`src/rtl/astar_pkg.sv`:
```
// Shared A* datapath types: node record, expansion direction and f bubble value.
package astar_pkg;

    localparam int unsigned DATA_W  = 32;
    localparam int unsigned COORD_W = 16;

    // Bubble / saturation value for f. Named apart from the MAX_F module parameter.
    localparam logic [DATA_W-1:0] ASTAR_MAX_F = 32'hFFFF_FFFF;

    // Node record exchanged with open_list_queue.
    typedef struct packed {
        logic [DATA_W-1:0]  f;
        logic [COORD_W-1:0] node_i;
        logic [COORD_W-1:0] node_j;
    } node_t;

    // Neighbour visiting order: N (j-1), E (i+1), S (j+1), W (i-1).
    typedef enum logic [1:0] {
        DirN = 2'd0,
        DirE = 2'd1,
        DirS = 2'd2,
        DirW = 2'd3
    } dir_t;

    typedef enum logic [2:0] {
        StIdle,
        StCheck,
        StIssue,
        StLookup,
        StEmit,
        StFinish
    } state_t;

    // Unsigned add that clamps to the bubble value instead of wrapping.
    function automatic logic [DATA_W-1:0] sat_add(input logic [DATA_W-1:0] a,
                                                  input logic [DATA_W-1:0] b);
        logic [DATA_W:0] s;
        s = {1'b0, a} + {1'b0, b};
        return s[DATA_W] ? ASTAR_MAX_F : s[DATA_W-1:0];
    endfunction

endpackage

```
`src/rtl/astar_manhattan_h.sv`:
```
// Combinational Manhattan distance |i-gi| + |j-gj|, zero-extended and saturated.
module astar_manhattan_h #(
    parameter int unsigned           DATA_WIDTH = 32,
    parameter int unsigned           MAP_WIDTH  = 16,
    parameter int unsigned           MAP_HEIGHT = 16,
    parameter logic [DATA_WIDTH-1:0] MAX_F      = {DATA_WIDTH{1'b1}}
) (
    input  logic [MAP_WIDTH-1:0]  node_i_i,
    input  logic [MAP_HEIGHT-1:0] node_j_i,
    input  logic [MAP_WIDTH-1:0]  goal_i_i,
    input  logic [MAP_HEIGHT-1:0] goal_j_i,
    output logic [DATA_WIDTH-1:0] h_o
);

    localparam int unsigned SumW = DATA_WIDTH + 1;

    logic [MAP_WIDTH-1:0]  di;
    logic [MAP_HEIGHT-1:0] dj;
    logic [SumW-1:0]       sum;

    // Absolute per-axis differences followed by a saturating sum.
    always_comb begin
        di  = (node_i_i >= goal_i_i) ? node_i_i - goal_i_i : goal_i_i - node_i_i;
        dj  = (node_j_i >= goal_j_i) ? node_j_i - goal_j_i : goal_j_i - node_j_i;
        sum = SumW'(di) + SumW'(dj);
        h_o = (sum > SumW'(MAX_F)) ? MAX_F : sum[DATA_WIDTH-1:0];
    end

endmodule

```
`src/rtl/astar_neighbor_expander.sv`:
```
// Expands one popped A* node: goal check, then N/E/S/W neighbours filtered by
// bounds and obstacle map, each survivor written back with f = g + 1 + h.
module astar_neighbor_expander
    import astar_pkg::*;
#(
    parameter int unsigned           DATA_WIDTH = 32,
    parameter int unsigned           MAP_WIDTH  = 16,
    parameter int unsigned           MAP_HEIGHT = 16,
    parameter int unsigned           GRID_W     = 16,
    parameter int unsigned           GRID_H     = 16,
    parameter logic [DATA_WIDTH-1:0] MAX_F      = {DATA_WIDTH{1'b1}}
) (
    input  logic                  CLK,
    input  logic                  RSTn,
    input  logic [MAP_WIDTH-1:0]  i_goal_i,
    input  logic [MAP_HEIGHT-1:0] i_goal_j,
    input  logic                  i_valid,
    input  logic [DATA_WIDTH-1:0] i_node_f,
    input  logic [MAP_WIDTH-1:0]  i_node_i,
    input  logic [MAP_HEIGHT-1:0] i_node_j,
    output logic                  o_ready,
    output logic                  o_map_rd,
    output logic [MAP_WIDTH-1:0]  o_map_i,
    output logic [MAP_HEIGHT-1:0] o_map_j,
    input  logic                  i_map_blocked,
    output logic                  o_wrt,
    output logic [DATA_WIDTH-1:0] o_node_f,
    output logic [MAP_WIDTH-1:0]  o_node_i,
    output logic [MAP_HEIGHT-1:0] o_node_j,
    input  logic                  i_full,
    output logic                  o_goal_found,
    output logic                  o_done
);

    localparam logic [MAP_WIDTH-1:0]  LastI = MAP_WIDTH'(GRID_W - 1);
    localparam logic [MAP_HEIGHT-1:0] LastJ = MAP_HEIGHT'(GRID_H - 1);
    localparam int unsigned           SumW  = DATA_WIDTH + 2;

    state_t                state_q;
    dir_t                  dir_q;
    logic [DATA_WIDTH-1:0] par_f_q;
    logic [MAP_WIDTH-1:0]  par_i_q;
    logic [MAP_HEIGHT-1:0] par_j_q;
    logic [DATA_WIDTH-1:0] g_par_q;
    logic [DATA_WIDTH-1:0] node_f_q;
    logic [MAP_WIDTH-1:0]  node_i_q;
    logic [MAP_HEIGHT-1:0] node_j_q;
    logic                  goal_found_q;
    logic                  done_q;

    logic [DATA_WIDTH-1:0] h_par;
    logic [DATA_WIDTH-1:0] h_nb;
    logic [MAP_WIDTH-1:0]  nb_i;
    logic [MAP_HEIGHT-1:0] nb_j;
    logic                  oob;
    logic                  is_goal;
    logic [DATA_WIDTH-1:0] g_par_c;
    logic [SumW-1:0]       f_sum;
    logic [DATA_WIDTH-1:0] f_child;
    state_t                adv_state;
    dir_t                  adv_dir;
    logic                  last_dir;

    astar_manhattan_h #(
        .DATA_WIDTH (DATA_WIDTH),
        .MAP_WIDTH  (MAP_WIDTH),
        .MAP_HEIGHT (MAP_HEIGHT),
        .MAX_F      (MAX_F)
    ) u_h_par (
        .node_i_i (par_i_q),
        .node_j_i (par_j_q),
        .goal_i_i (i_goal_i),
        .goal_j_i (i_goal_j),
        .h_o      (h_par)
    );

    astar_manhattan_h #(
        .DATA_WIDTH (DATA_WIDTH),
        .MAP_WIDTH  (MAP_WIDTH),
        .MAP_HEIGHT (MAP_HEIGHT),
        .MAX_F      (MAX_F)
    ) u_h_nb (
        .node_i_i (nb_i),
        .node_j_i (nb_j),
        .goal_i_i (i_goal_i),
        .goal_j_i (i_goal_j),
        .h_o      (h_nb)
    );

    // Current neighbour coordinates and whether it falls off the grid.
    always_comb begin
        nb_i = par_i_q;
        nb_j = par_j_q;
        oob  = 1'b0;
        unique case (dir_q)
            DirN: begin
                oob  = (par_j_q == '0);
                nb_j = par_j_q - 1'b1;
            end
            DirE: begin
                oob  = (par_i_q == LastI);
                nb_i = par_i_q + 1'b1;
            end
            DirS: begin
                oob  = (par_j_q == LastJ);
                nb_j = par_j_q + 1'b1;
            end
            DirW: begin
                oob  = (par_i_q == '0);
                nb_i = par_i_q - 1'b1;
            end
        endcase
    end

    // Cost arithmetic and the "move to next direction" decision.
    always_comb begin
        is_goal   = (par_i_q == i_goal_i) && (par_j_q == i_goal_j);
        g_par_c   = (par_f_q >= h_par) ? par_f_q - h_par : '0;
        f_sum     = SumW'(g_par_q) + SumW'(h_nb) + SumW'(1);
        f_child   = (f_sum > SumW'(MAX_F)) ? MAX_F : f_sum[DATA_WIDTH-1:0];
        last_dir  = (dir_q == DirW);
        adv_state = last_dir ? StFinish : StIssue;
        adv_dir   = last_dir ? dir_q : dir_t'(dir_q + 2'd1);
    end

    // Expansion FSM with registered node outputs and status pulses.
    always_ff @(posedge CLK or negedge RSTn) begin
        if (!RSTn) begin
            state_q      <= StIdle;
            dir_q        <= DirN;
            par_f_q      <= '0;
            par_i_q      <= '0;
            par_j_q      <= '0;
            g_par_q      <= '0;
            node_f_q     <= '0;
            node_i_q     <= '0;
            node_j_q     <= '0;
            goal_found_q <= 1'b0;
            done_q       <= 1'b0;
        end else begin
            goal_found_q <= 1'b0;
            done_q       <= 1'b0;
            unique case (state_q)
                StIdle: begin
                    if (i_valid) begin
                        par_f_q <= i_node_f;
                        par_i_q <= i_node_i;
                        par_j_q <= i_node_j;
                        state_q <= StCheck;
                    end
                end
                StCheck: begin
                    if (par_f_q == MAX_F) begin
                        state_q <= StIdle;
                    end else if (is_goal) begin
                        goal_found_q <= 1'b1;
                        state_q      <= StIdle;
                    end else begin
                        g_par_q <= g_par_c;
                        dir_q   <= DirN;
                        state_q <= StIssue;
                    end
                end
                StIssue: begin
                    if (oob) begin
                        state_q <= adv_state;
                        dir_q   <= adv_dir;
                        done_q  <= last_dir;
                    end else begin
                        state_q <= StLookup;
                    end
                end
                StLookup: begin
                    if (i_map_blocked) begin
                        state_q <= adv_state;
                        dir_q   <= adv_dir;
                        done_q  <= last_dir;
                    end else begin
                        node_f_q <= f_child;
                        node_i_q <= nb_i;
                        node_j_q <= nb_j;
                        state_q  <= StEmit;
                    end
                end
                StEmit: begin
                    if (!i_full) begin
                        state_q <= adv_state;
                        dir_q   <= adv_dir;
                        done_q  <= last_dir;
                    end
                end
                StFinish: begin
                    state_q <= StIdle;
                end
                default: begin
                    state_q <= StIdle;
                end
            endcase
        end
    end

    // Map strobe and write strobe decode directly from state.
    always_comb begin
        o_ready      = (state_q == StIdle);
        o_map_rd     = (state_q == StIssue) && !oob;
        o_map_i      = o_map_rd ? nb_i : '0;
        o_map_j      = o_map_rd ? nb_j : '0;
        o_wrt        = (state_q == StEmit) && !i_full;
        o_node_f     = node_f_q;
        o_node_i     = node_i_q;
        o_node_j     = node_j_q;
        o_goal_found = goal_found_q;
        o_done       = done_q;
    end

endmodule

```
`config.mk`:
```
export PLATFORM = sky130hd
export DESIGN_NAME = astar_neighbor_expander
export DESIGN_NICKNAME = d
export VERILOG_FILES = /design/src/rtl/astar_pkg.sv /design/src/rtl/astar_manhattan_h.sv /design/src/rtl/astar_neighbor_expander.sv
export SDC_FILE = /design/constraint.sdc
export NUM_CORES = 1
export LEC_CHECK = 0
export CAP_MARGIN = 20
export CORE_MARGIN = 2
export CORE_UTILIZATION = 27
export DETAILED_ROUTE_END_ITERATION = 16
export GPL_TIMING_DRIVEN = 0
export PLACE_DENSITY_LB_ADDON = 0.25
export SLEW_MARGIN = 0
export SYNTH_ARGS = -nofsm -noshare
export SYNTH_HDL_FRONTEND = slang
export SYNTH_SLANG_ARGS = --single-unit
```
`constraint.sdc`:
```
create_clock -name CLK -period 22.1 [get_ports CLK]
set_input_delay 3.315 -clock CLK [delete_from_list [all_inputs] [get_ports CLK]]
set_output_delay 3.315 -clock CLK [all_outputs]
set_load 0.005 [all_outputs]
```
-- Word-level counts from Yosys, hierarchy flattened
Cells that the tools add are included.
- register bits after elaboration: 167
- output and inout bits: 101
- input bits: 101
- bits in latches: 0
- bits in read-only memories: 0
- memory bits (writable): 0
- word-level logic and storage cells: 108
- memories: 0
- $mul: 0
- multiplexer cells: 35
- equal/unequal tests: 18
- add/subtract/negate cells: 18
- div/mod/pow operators: 0
- bitwise logic cells: 3
- reduce and logical (&&, ||, !) cells: 15
- shift operators: 0
- $lt $le $gt $ge: 8
- operators by type and width (kind ; number):
    $mux W32 ; 4
    $sub A16 B16 Y16 ; 8
    $mux W16 ; 6
    $gt A33 B32 Y1 const B ; 2
    $ge A16 B16 Y1 ; 4
    $pmux W16 S2 ; 2
    $add A16 B16 Y17 ; 2
    $add A33 B1 Y34 const B ; 1
    $gt A34 B32 Y1 const B ; 1
    $add A32 B32 Y33 ; 1
    $add A16 B1 Y16 const B ; 2
    $eq A16 B16 Y1 ; 2
    $eq A16 B4 Y1 const B ; 2
    $eq A32 B32 Y1 const B ; 1
    $ge A32 B32 Y1 ; 1
    $logic_not A16 Y1 ; 2
    $sub A16 B1 Y16 const B ; 2
    $sub A32 B32 Y32 ; 1
    $mux W2 ; 8
    $mux W3 ; 5
    $pmux W3 S5 ; 1
    $ne A2 B2 Y1 const B ; 6
    $pmux W2 S4 ; 1
    $eq A3 B2 Y1 const B ; 2
    17 further kinds ; 30

-- Depth between registers and ports, before layout
- depth in word-level cells: 11
- depth in mapped cells: 49
- gate-level depth less buffers: 45

-- By module
A second synthesis with hierarchy kept.
- cell total of the unflattened synthesis: 2459
- area, all modules: 19775.2 sq um
- by module, submodules not included (module ; cells each ; sequential area each (sq um) ; area each (sq um) ; times used):
    astar_neighbor_expander ; 1344 ; 4179.0 ; 12032.8 ; 1
    astar_manhattan_h (u_h_nb) ; 563 ; 0.0 ; 3917.5 ; 1
    astar_manhattan_h (u_h_par) ; 552 ; 0.0 ; 3824.9 ; 1

-- Worst setup path before layout
No wires, ideal clock.
- kind: input to register
- start: input i_goal_j[4]
- end: register node_f_q[25] (netlist: o_node_f[25])
- buffers on the path: 3
- arrival: 9.405 ns
- stages: 34
- library setup time: 0.126 ns
- data required time: 21.974 ns
- setup slack: 12.569 ns
- cells stage by stage: inv_1 -> ha_1 -> buf_6 -> a21oi_2 -> o21bai_1 -> o21bai_4 -> a21o_1 -> o211a_4 -> o22ai_4 -> buf_2 -> buf_2 -> mux2i_1 -> ha_1 -> a21o_1 -> a21oi_1 -> o211a_1 -> o311ai_1 -> o41a_1 -> a21oi_1 -> nor2b_1 -> o21a_1 -> nor2_1 -> xnor2_1 -> ha_1 -> a21o_1 -> a21o_1 -> a21oi_1 -> o2111ai_1 -> and2_1 -> a21oi_1 -> nor3_1 -> nor2_2 -> inv_2 -> o32a_1
- word-level cells in the longest chain between the ends: 9
- elaborated cells between the ends (all ways): 11
- those cells by class: 5 x add/sub; 3 x order compare; 3 x mux
- RTL lines (element ; line ; RTL):
    start, declared ; astar_neighbor_expander.sv:16 ; input logic [MAP_HEIGHT-1:0] i_goal_j,
    $sub A16 B16 Y16 / $ge A16 B16 Y1 (equally long branches) ; astar_manhattan_h.sv:24 ; dj = (node_j_i >= goal_j_i) ? node_j_i - goal_j_i : goal_j_i - node_j_i;
    $mux W16 * ; astar_manhattan_h.sv:24 ;
    $add A16 B16 Y17 * ; astar_manhattan_h.sv:25 ; sum = SumW'(di) + SumW'(dj);
    $gt A33 B32 Y1 ; astar_manhattan_h.sv:26 ; h_o = (sum > SumW'(MAX_F)) ? MAX_F : sum[DATA_WIDTH-1:0];
    $mux W32 * ; astar_manhattan_h.sv:26 ;
    $add A32 B32 Y33 * ; astar_neighbor_expander.sv:119 ; f_sum = SumW'(g_par_q) + SumW'(h_nb) + SumW'(1);
    $add A33 B1 Y34 * ; astar_neighbor_expander.sv:119 ;
    $gt A34 B32 Y1 ; astar_neighbor_expander.sv:120 ; f_child = (f_sum > SumW'(MAX_F)) ? MAX_F : f_sum[DATA_WIDTH-1:0];
    $mux W32 * ; astar_neighbor_expander.sv:120 ;
    end signal, assigned ; astar_neighbor_expander.sv:179 ; node_f_q <= f_child;
    end, declared ; astar_neighbor_expander.sv:45 ; logic [DATA_WIDTH-1:0] node_f_q;
Every way passes the cells marked *; elsewhere a longest branch is shown, timed or not.
A chain may end at the register's enable or synchronous reset.

-- Worst setup path after layout
- start: register dir_q[0]
- end: register node_f_q[25] (netlist: o_node_f[25])
- word-level cells in the longest chain between the ends: 11
- elaborated cells between the ends (all ways): 21
- those cells by class: 7 x add/sub; 4 x order compare; 3 x eq/ne; 6 x mux; 1 x reduce/logical
- RTL lines (element ; line ; RTL):
    start, declared ; astar_neighbor_expander.sv:40 ; dir_t dir_q;
    start signal, assigned ; astar_neighbor_expander.sv:130 ; dir_q <= DirN;
    start signal, assigned ; astar_neighbor_expander.sv:160 ; dir_q <= DirN;
    start signal, assigned ; astar_neighbor_expander.sv:167 ; dir_q <= adv_dir;
    $eq A2 B2 Y1 / $eq A2 B1 Y1 (equally long branches) ; astar_neighbor_expander.sv:95 ; unique case (dir_q)
    $pmux W16 S2 * ; astar_neighbor_expander.sv:95 ;
    net nb_i[10] ; astar_neighbor_expander.sv:53 ; logic [MAP_WIDTH-1:0] nb_i;
    $sub A16 B16 Y16 / $ge A16 B16 Y1 (equally long branches) ; astar_manhattan_h.sv:23 ; di = (node_i_i >= goal_i_i) ? node_i_i - goal_i_i : goal_i_i - node_i_i;
    $mux W16 * ; astar_manhattan_h.sv:23 ;
    $add A16 B16 Y17 * ; astar_manhattan_h.sv:25 ;
    $gt A33 B32 Y1 ; astar_manhattan_h.sv:26 ;
    $mux W32 * ; astar_manhattan_h.sv:26 ;
    $add A32 B32 Y33 * ; astar_neighbor_expander.sv:119 ;
    $add A33 B1 Y34 * ; astar_neighbor_expander.sv:119 ;
    $gt A34 B32 Y1 ; astar_neighbor_expander.sv:120 ;
    $mux W32 * ; astar_neighbor_expander.sv:120 ;
The timed path passes the listed nets; every way through them passes the cells marked *.

==> run_results.csv <==
group,metric,value,unit
setup_path,setup.worst_path.end_class,"flop",
min_path,worstHoldStart,"o_node_f[24]",
global_routing,antenna_found_initial,1,
sta,finalMaxSlewViolations,0,
layout,nets,2679,
die,dieArea,67340,sq um
setup_path,slowest_stage,"dfrtp_1",
routing,viasPerCell,5.202,
logic_synthesis,ys_top_cells_by_area,"dfrtp_1, ha_1, xnor2_1",
global_routing,grt_max_degree,90,
placed_design,hpwl,56.78,mm
clock_network,clkLatencyLatePin,0.51,ns
sta,grt_setup_unrepaired,"no",
setup_path,worst_setup_path_start_kind,"flop",
sta,skew,0.02276,ns
sta,worstMarginPinSlew,1.160,ns
die,die_w,259.5,microns
routing,drc,0,
layout,n_antenna_cell,0,
logic_synthesis,synth.ff_latch_count,167,
sta,tns,0,ns
routing,wire_per_inst,21.43,microns
die,ios,202,
setup_path,arrival,12.64,ns
clock_network,cts_resized,0,
sta,finalCriticalPeriod,12.26,ns
sta,fin_crit_sh,0.5546,
logic_synthesis,synth.most_common_cell,"ha_1",
die,fp.dieH,259.5,microns
layout,drive_gt1_frac,0.06977,
logic_synthesis,synth_edf_count,0,
logic_synthesis,syn_area,17630,sq um
placed_design,gp_congestion,0.9225,
global_routing,grt_pass1_wl,103.1,mm
layout,fillerInstances,6766,
setup_path,crit_type,"reg2reg",
sta,slew-limit-headroom,0.2264,
logic_synthesis,ys_warn_count,0,
routing,dr.pass1.iters,5,
layout,multi_input_area,12400,sq um
sta,setup_viol,0,
setup_path,reg2reg_slack,9.84,ns
outcome,outcome,"finished, final reports clean",
die,initial_core_util,0.2734,
die,num_rows,93,
logic_synthesis,ys_top_cells_by_count,"ha_1, a21oi_1, nor2_1, nand2_1, inv_1",
sta,max_clock_freq,0.08159,GHz
logic_synthesis,syn-mean-instance-area,8.283,sq um
global_routing,gr-total-overflow,0,
job,drv_cap,0,
routing,drtAntennaViolNets,0,
sta,final_hold_viol_count,0,
clock_network,hold_buffers,0,
logic_synthesis,async_flop_share,1.000,
logic_synthesis,ys_dominant_reg_cell,"dfrtp_1",
clock_network,cts_sinks,167,
setup_path,cp.required,22.48,ns
setup_path,slowest_delay,0.52,ns
logic_synthesis,synth.top_cell.area_share,0.2371,
clock_network,cts_root_buf,"clkbuf_16",
setup_path,critical_path.max_fanout,10,
routing,num_vias,16750,
clock_network,clk_pin_slew,0.08,ns
logic_synthesis,synth.distinct_cells,106,
logic_synthesis,ys_seq_area_frac,0.2371,
min_path,hp-class,"reg2reg",
clock_network,cts_tree,"yes",
logic_synthesis,syn_inst,2128,
clock_network,numCtsBuffers,17,
routing,drtIter0Drc,1234,
routing,routed_wl,69.00,mm
die,coreArea,64460,sq um
min_path,hold_path_end,"o_node_f[24]",
placed_design,port_buffers,201,
logic_synthesis,synth_nets,2455,
global_routing,grt_pass1_vias,16930,
setup_path,r2r_start,"dir_q[0]",
global_routing,grt_usage,0.2038,
clock_network,clock_tree.buffer_depth,2,
setup_path,worst-r2r-cell-count,48,
layout,area_growth,21.40,%
setup_path,r2r-end,"o_node_f[25]",
clock_network,htreeDepth,4,
logic_synthesis,yosys.area.top_type,"dfrtp_1",
clock_network,cts_setup_buffers,0,
layout,final-seq-area,4179,sq um
min_path,hold_path_depth,2,
-- cell usage in the layout, fill, tap and decap left out, drive strengths merged, types with 29 or more instances in the layout --
cell type        n
a21o            55
a21oi          184
buf             37
clkbuf          70
clkdlybuf4s50  200
dfrtp          167
ha             213
inv            177
mux2            49
mux2i           33
nand2          170
nand3           32
nand4           29
nor2           178
nor3            29
o21ai          166
o21bai          36
xnor2          112
xor2            53
-- registers in the layout, indices dropped and copies added (netlist names) --
| signal | flops |
|---|---|
| g_par_q | 32 |
| o_node_f | 32 |
| par_f_q | 32 |
| o_node_i | 16 |
| o_node_j | 16 |
| par_i_q | 16 |
| par_j_q | 16 |
| state_q | 3 |
| dir_q | 2 |
| o_done | 1 |
| o_goal_found | 1 |
-- layer usage --
metal	up-vias	track usage	share of wire
met3	106	0.03964	0.051
met5	-	0	0
met1	8116	0.2723	0.47
met4	0	0.07966	0.036
li1	8022	-	-
met2	505	0.3227	0.45
-- critical path, delay by kind of cell (launching register included) --
kind,cells,cell delay (ns)
compound gates,18,3.93
buf+inv,10,2.73
simple gates,10,1.90
fa+ha+maj,5,1.64
xor+xnor,4,1.01
flops,1,0.52
mux,1,0.40
-- metrics by stage --
| step | instances | area [sq um] | util | worst slack, ns | hold slack (ns) |
|---|---|---|---|---|---|
| global placement | 3184 | 20710 | 0.3212 | 10.08 | 0.4677 |
| global route | 3220 | 21400 | 0.3319 | 8.897 | 0.5097 |
| finish | 3220 | 21400 | 0.3319 | 9.844 | 0.4810 |
| detailed placement | 3187 | 20770 | 0.3222 | 9.995 | 0.4716 |
| CTS | 3219 | 21390 | 0.3318 | 9.865 | 0.4897 |
| floorplan | 2128 | 17630 | - | 12.57 | 0.4485 |
-- layout make-up --
type | count | area share
well taps | 855 | 0.04999
multi-input cells | 1705 | 0.5795
plain buffers | 84 | 0.01877
flip-flops and latches | 167 | 0.1953
inverters | 172 | 0.03017
repair buffers | 205 | 0.09730
clock buffers | 18 | 0.02052
clock inverters | 14 | 0.008479
-- kinds of logic (layout without fill, tap and decap cells) --
group	count (synthesis)	in the layout	share of synthesized area
xor+xnor	165	165	0.08242
flops	167	167	0.2371
fa+ha+maj	226	226	0.1660
simple gates	572	572	0.1534
mux	82	82	0.05097
buf+inv	256	493	0.05942
compound gates	660	660	0.2507
-- worst max-delay path by stage --
stage,startpoint,to,cells past startpoint
2_1_floorplan,i_goal_j[4],o_node_f[25],34
4_1_cts,dir_q[0],o_node_f[25],48
3_3_place_gp,dir_q[0],o_node_f[25],48
5_1_grt,dir_q[0],o_node_f[25],48
6_report,dir_q[0],o_node_f[25],48
3_5_place_dp,dir_q[0],o_node_f[25],48
Power is left out: the tool's default activity adds up to more than one toggle a clock period on the data nets, which glitch-free logic cannot reach.
